==> config.mk <==
export PLATFORM = sky130hd
export DESIGN_NAME = alu_arbiter
export DESIGN_NICKNAME = d
export VERILOG_FILES = /design/src/rtl/alu_pkg.sv /design/src/rtl/alu_core.sv /design/src/rtl/alu_arbiter.sv
export SDC_FILE = /design/constraint.sdc
export NUM_CORES = 1
export LEC_CHECK = 0
export CAP_MARGIN = 20
export CELL_PAD_IN_SITES_DETAIL_PLACEMENT = 1
export CELL_PAD_IN_SITES_GLOBAL_PLACEMENT = 2
export CORE_ASPECT_RATIO = 0.6
export CORE_MARGIN = 5
export CORE_UTILIZATION = 31
export DETAILED_ROUTE_END_ITERATION = 7
export GPL_TIMING_DRIVEN = 0
export MAX_ROUTING_LAYER = met4
export PLACE_DENSITY = 0.83
export SLEW_MARGIN = 20
export SYNTH_ARGS = -nofsm -noshare
export SYNTH_HDL_FRONTEND = slang
export SYNTH_HIERARCHICAL = 1
export SYNTH_SLANG_ARGS = --single-unit
==> constraint.sdc <==
create_clock -name clk -period 11.4 [get_ports clk]
set_input_delay 1.71 -clock clk [delete_from_list [all_inputs] [get_ports clk]]
set_output_delay 1.71 -clock clk [all_outputs]
set_load 0.1 [all_outputs]
==> src/rtl/alu_pkg.sv <==
// Shared opcode, FSM-state and helper definitions for the ALU arbiter slice.
package alu_pkg;

    localparam int unsigned OP_W = 3;

    localparam logic [OP_W-1:0] OP_PASS = 3'b000;
    localparam logic [OP_W-1:0] OP_NOT  = 3'b001;
    localparam logic [OP_W-1:0] OP_ADD  = 3'b010;
    localparam logic [OP_W-1:0] OP_SUB  = 3'b011;
    localparam logic [OP_W-1:0] OP_OR   = 3'b100;
    localparam logic [OP_W-1:0] OP_AND  = 3'b101;

    typedef enum logic [1:0] {
        S_IDLE = 2'd0,
        S_EXEC = 2'd1,
        S_RESP = 2'd2
    } state_t;

    // Opcodes 110 and 111 are reserved and flagged as illegal.
    function automatic logic is_illegal_op(input logic [OP_W-1:0] op);
        return (op == 3'b110) || (op == 3'b111);
    endfunction

endpackage

==> src/rtl/alu_core.sv <==
// Registered ALU: one-cycle latency, loads on 'load', illegal opcodes yield zero.
module alu_core
    import alu_pkg::*;
#(
    parameter int unsigned N   = 32,
    parameter int unsigned OPW = 3
) (
    input  logic           clk,
    input  logic           rst,
    input  logic           load,
    input  logic [OPW-1:0] op,
    input  logic [N-1:0]   a,
    input  logic [N-1:0]   b,
    output logic [N-1:0]   result,
    output logic           illegal
);

    logic [OP_W-1:0] op_n;
    logic [N-1:0]    result_c;
    logic            illegal_c;

    assign op_n = OP_W'(op);

    // Combinational opcode decode; arithmetic wraps modulo 2^N.
    always_comb begin
        result_c  = '0;
        illegal_c = is_illegal_op(op_n);
        case (op_n)
            OP_PASS: result_c = a;
            OP_NOT:  result_c = ~a;
            OP_ADD:  result_c = a + b;
            OP_SUB:  result_c = a - b;
            OP_OR:   result_c = a | b;
            OP_AND:  result_c = a & b;
            default: result_c = '0;
        endcase
    end

    // Result register; holds its value between loads so the response stays stable.
    always_ff @(posedge clk) begin
        if (rst) begin
            result  <= '0;
            illegal <= 1'b0;
        end else if (load) begin
            result  <= result_c;
            illegal <= illegal_c;
        end
    end

endmodule

==> src/rtl/alu_arbiter.sv <==
// Round-robin arbiter sharing one registered ALU between two valid/ready requesters.
module alu_arbiter
    import alu_pkg::*;
#(
    parameter int unsigned N   = 32,
    parameter int unsigned OPW = 3
) (
    input  logic           clk,
    input  logic           rst,
    input  logic           req0_valid,
    output logic           req0_ready,
    input  logic [OPW-1:0] req0_op,
    input  logic [N-1:0]   req0_a,
    input  logic [N-1:0]   req0_b,
    input  logic           req1_valid,
    output logic           req1_ready,
    input  logic [OPW-1:0] req1_op,
    input  logic [N-1:0]   req1_a,
    input  logic [N-1:0]   req1_b,
    output logic           resp_valid,
    input  logic           resp_ready,
    output logic           resp_id,
    output logic [N-1:0]   resp_result,
    output logic           resp_illegal,
    output logic           busy
);

    state_t         state_q;
    state_t         state_d;
    logic           last_grant_q;
    logic           grant_c;
    logic           accept_c;
    logic           alu_load_c;
    logic [OPW-1:0] op_q;
    logic [N-1:0]   a_q;
    logic [N-1:0]   b_q;
    logic           id_q;

    // Grant pick and next-state logic; grant alternates only under contention.
    always_comb begin
        state_d    = state_q;
        accept_c   = 1'b0;
        alu_load_c = 1'b0;
        grant_c    = 1'b0;
        if (req0_valid && req1_valid) begin
            grant_c = ~last_grant_q;
        end else begin
            grant_c = req1_valid;
        end
        case (state_q)
            S_IDLE: begin
                if (req0_valid || req1_valid) begin
                    accept_c = 1'b1;
                    state_d  = S_EXEC;
                end
            end
            S_EXEC: begin
                alu_load_c = 1'b1;
                state_d    = S_RESP;
            end
            S_RESP: begin
                if (resp_ready) begin
                    state_d = S_IDLE;
                end
            end
            default: state_d = S_IDLE;
        endcase
    end

    // Ready is a combinational handshake qualifier, only ever raised in IDLE.
    assign req0_ready = (state_q == S_IDLE) && req0_valid && !grant_c;
    assign req1_ready = (state_q == S_IDLE) && req1_valid &&  grant_c;

    // State, grant pointer, operand/id latches and registered status outputs.
    always_ff @(posedge clk) begin
        if (rst) begin
            state_q      <= S_IDLE;
            last_grant_q <= 1'b1;
            resp_valid   <= 1'b0;
            busy         <= 1'b0;
            op_q         <= '0;
            a_q          <= '0;
            b_q          <= '0;
            id_q         <= 1'b0;
        end else begin
            state_q    <= state_d;
            resp_valid <= (state_d == S_RESP);
            busy       <= (state_d != S_IDLE);
            if (accept_c) begin
                last_grant_q <= grant_c;
                id_q         <= grant_c;
                op_q         <= grant_c ? req1_op : req0_op;
                a_q          <= grant_c ? req1_a  : req0_a;
                b_q          <= grant_c ? req1_b  : req0_b;
            end
        end
    end

    assign resp_id = id_q;

    alu_core #(
        .N   (N),
        .OPW (OPW)
    ) u_alu_core (
        .clk     (clk),
        .rst     (rst),
        .load    (alu_load_c),
        .op      (op_q),
        .a       (a_q),
        .b       (b_q),
        .result  (resp_result),
        .illegal (resp_illegal)
    );

endmodule

==> Flow_metrics.wiki <==
{| class="wikitable"
! Metric !! Value
|-
| Number of buffers on the longest clock path || 2
|-
| Sequential element share of the synthesized area || 0.267
|-
| Final wirelength || 38400 um
|-
| Clock latency on the worst-skew pair || 0.39 ns
|-
| Min Clock Period, post-route || 5.96 ns
|-
| Floorplan core area || 25300 um^2
|-
| Post-CTS setup-driven buffer insertion count || 0
|-
| Post-route clock skew || 0.0115 ns
|-
| Router iterations before antenna repair || 5
|-
| Critical Setup Path Class || in2out
|-
| Hold-fix buffer count after cts || 0
|-
| Data required time of the critical path || 9.69 ns
|-
| Post-route DRC || 0
|-
| Buffers and inverters on the worst path || 4
|-
| Crit path launch type || primary input
|-
| Critical path, cell by cell || clkdlybuf4s50_1 -> a21bo_2 -> clkbuf_1 -> buf_2 -> nor3_1 -> clkdlybuf4s50_1
|-
| Status || completed
|-
| Pwr/cell area || 156 nW/um^2
|-
| Classification of the worst-slack hold path || reg2reg
|-
| Num ports || 177
|-
| Post-detailed-route via-to-cell ratio || 5.80
|-
| Fill count || 3092
|-
| Number of distinct library cells after synthesis || 65
|-
| Async set-or-reset flop fraction in the synthesized netlist || 0
|-
| Max Fclk || 168 MHz
|-
| Number of buffers added by the clock tree synthesis step || 9
|-
| Hold Violations, Final || 0
|-
| Cell count after synthesis || 1063
|-
| Count of buffers from port buffering || 176
|-
| Sink count of the clock tree || 106
|-
| All-layer global routing usage || 0.267
|-
| Global-route wire length before repair || 57700 um
|-
| End point of the most critical hold path || u_alu_core/result[27]
|-
| Net count after synthesis || 1237
|-
| Depth of the worst register-to-register path || 19
|-
| Total number of yosys warnings || 6
|-
| Leftover overflow at the end of global routing || 0
|-
| Post-Synthesis Cell Area || 7960 um^2
|-
| Iteration-0 DRC count of the detailed router || 850
|-
| Sum of net half-perimeters after detailed placement || 31000 um
|-
| Cell with the largest stage delay on the worst path || clkdlybuf4s50_1
|-
| Crit Path Max Fanout || 10
|-
| Avg Cell Area, Syn || 7.48 um^2
|-
| Count of inserted antenna diode cells || 0
|-
| Highest ir drop seen on vdd || 74.5 uV
|-
| Slew Viols, Final || 0
|-
| CTS root buf || clkbuf_16
|-
| Worst max-slew margin expressed relative to the limit || 0.338
|-
| #FFs+latches synth || 106
|-
| Horizontal die dimension || 217 um
|-
| Yosys top cell by area || dfxtp_1
|-
| Clock transition at the registers of the reported paths || 0.07 ns
|-
| CP endpoint kind || output port
|-
| Post-synth EDFFs || 0
|-
| Remaining antenna violation count after routing || 0
|-
| Area growth from synthesis to layout || 31.2%
|-
| Startpoint of the most critical hold path || u_alu_core/result[27]
|-
| Weighted congestion reported at the end of routability-driven placement || 0.985
|-
| Final nets || 1424
|-
| Least-Margin Pin Slew || 0.990 ns
|-
| Mean routed wirelength per cell || 24.2 um
|-
| Top cells by area in the synthesized netlist || dfxtp_1 (27%), a21oi_1 (9.3%), nand2_1 (9.1%)
|-
| Clock tree from TritonCTS || yes
|-
| Die outline area || 29100 um^2
|-
| Sum of negative setup slack || 0 ns
|-
| Fin crit share || 0.522
|-
| Row Count || 45
|-
| Setup-failing EPs final || 0
|-
| Final core utilization || 0.413
|-
| Family of cells with the greatest summed delay on the critical path || buffers and inverters
|-
| Detailed-route via count || 9184
|-
| Arrival time of the worst setup path || 4.25 ns
|-
| Die Y-Extent || 134 um
|-
| Worst r2r src || b_q[0]
|-
| Post-CTS sizing || 0
|-
| Destination of the worst register-to-register timing path || u_alu_core/result[31]
|-
| Worst R2R Setup Slack || 5.50 ns
|-
| Largest net degree at the start of global routing || 20
|-
| Initial standard-cell utilization of the core || 0.315
|-
| Dominant cell type by count on the critical path || clkdlybuf4s50_1
|-
| Number of antenna violations at the first check in global routing || 0
|-
| Vias in the first global route || 9232
|-
| Max-capacitance violation count || 0
|-
| Portion of synthesized cell area occupied by the leading cell type || 0.267
|-
| Hold path cells || 2
|-
| Dominant register cell in the synthesized netlist || dfxtp_1
|-
| CTS H-Tree Depth || 3
|-
| Leakage power total || 0.00398 uW
|-
| Max incr delay on CP || 1.20 ns
|-
| Layout cell share with drive strength beyond 1 || 0.0606
|-
| Unrepaired setup endpoints after global routing || no
|}
==> area by class of cell <==
type	instances	area (um^2)	area share
Sequential cell	106	2120	0.203
Inverter	16	60.1	0.00575
Tap cell	329	412	0.0394
Multi-Input combinational cell	857	5410	0.519
Timing Repair Buffer	176	1760	0.169
Clock buffer	9	225	0.0216
Buffer	84	359	0.0344
Clock inverter	7	83.8	0.00803
==> power by group <==
group          total [uW]  switching [uW]  leakage (uW)  internal, uW
Combinational         797             512       0.00295           285
Clock                 354             178      0.000154           176
Sequential            479            64.3      0.000876           414
Total                1630             754       0.00398           875
==> through the flow <==
stage / worst slack (ns) / cell area [um^2] / power, uW / cells / hold WS, ns
floorplan: 5.42 / 7960 / 998 / 1063 / 0.492
global placement: 5.43 / 10100 / 1260 / 1568 / 0.466
detailed placement: 5.43 / 10100 / 1270 / 1568 / 0.464
CTS: 5.44 / 10400 / 1630 / 1584 / 0.476
global route: 5.35 / 10400 / 1720 / 1584 / 0.489
finish: 5.44 / 10400 / 1630 / 1584 / 0.468
==> state kept, by name, summed over array words and instances, names as in the netlist <==
signal              cells
a_q                    32
resp_id                 1
op_q                    3
busy                    1
resp_valid              1
u_alu_core/illegal      1
last_grant_q            1
state_q                 2
b_q                    32
u_alu_core/result      32
==> worst max path at each step <==
stage / cells after the start / to / start / slack, ns
final: 6 / req1_ready / req1_valid / 5.44
after global routing: 6 / req1_ready / req1_valid / 5.35
after CTS: 6 / req1_ready / req1_valid / 5.44
after detailed placement: 6 / req1_ready / req1_valid / 5.43
after global placement: 6 / req1_ready / req1_valid / 5.43
after floorplan: 4 / req1_ready / req1_valid / 5.42
==> cell usage in the layout (no fill, tap or decap), types with 4 or more instances in the layout <==
cell type	n
nand2_1	192
clkdlybuf4s50_1	176
a21oi_1	148
dfxtp_1	106
nor2_1	75
clkbuf_1	65
o21ai_0	61
a311oi_1	38
ha_1	34
a311oi_2	31
xor2_1	31
a31oi_1	28
xnor2_1	26
nor2b_1	16
inv_1	15
nand3_1	15
a21o_1	14
o221ai_1	12
nor3_1	11
a211oi_1	10
clkbuf_16	9
o21a_1	9
o22ai_1	9
buf_2	8
or3_1	8
nand2b_1	7
buf_1	6
and3_1	6
o31ai_1	5
nand4_1	5
buf_6	4
o41ai_1	4
o221a_2	4
o21bai_1	4
a211o_1	4
o211ai_1	4
==> layer usage <==
layer	GRT usage	wire length, um
met5	-	0
met4	0.0409	451
met3	0.0474	2750
met2	0.378	15600
met1	0.403	19600
==> cells in the mapped netlist, drive strengths merged (12+ instances only) <==
cell type,number
nand2,192
a21oi,148
dfxtp,106
nor2,75
a311oi,69
clkbuf,65
o21ai,61
ha,34
xor2,31
a31oi,28
xnor2,26
buf,19
nor2b,16
inv,15
nand3,15
a21o,14
nor3,12
o221ai,12
==> tightest hold or removal path: cells and delay by family, from the launching register on <==
family	cells	cell delay, ns
and+or+nand+nor	1	0.06
AOI/OAI and AO/OA	1	0.05
DFF	1	0.32
==> cells by family (layout without fill, tap and decap cells) <==
family / after synthesis / after routing / share of synthesized area
DFF: 106 / 106 / 0.267
buffers and inverters: 100 / 292 / 0.0527
muxes: 3 / 3 / 0.00377
xor gates and xnor gates: 57 / 57 / 0.0628
adders and majority gates: 35 / 35 / 0.0560
and+or+nand+nor: 355 / 355 / 0.198
AOI/OAI and AO/OA: 407 / 407 / 0.360
No activity file was read; power rests on OpenSTA's default activity.
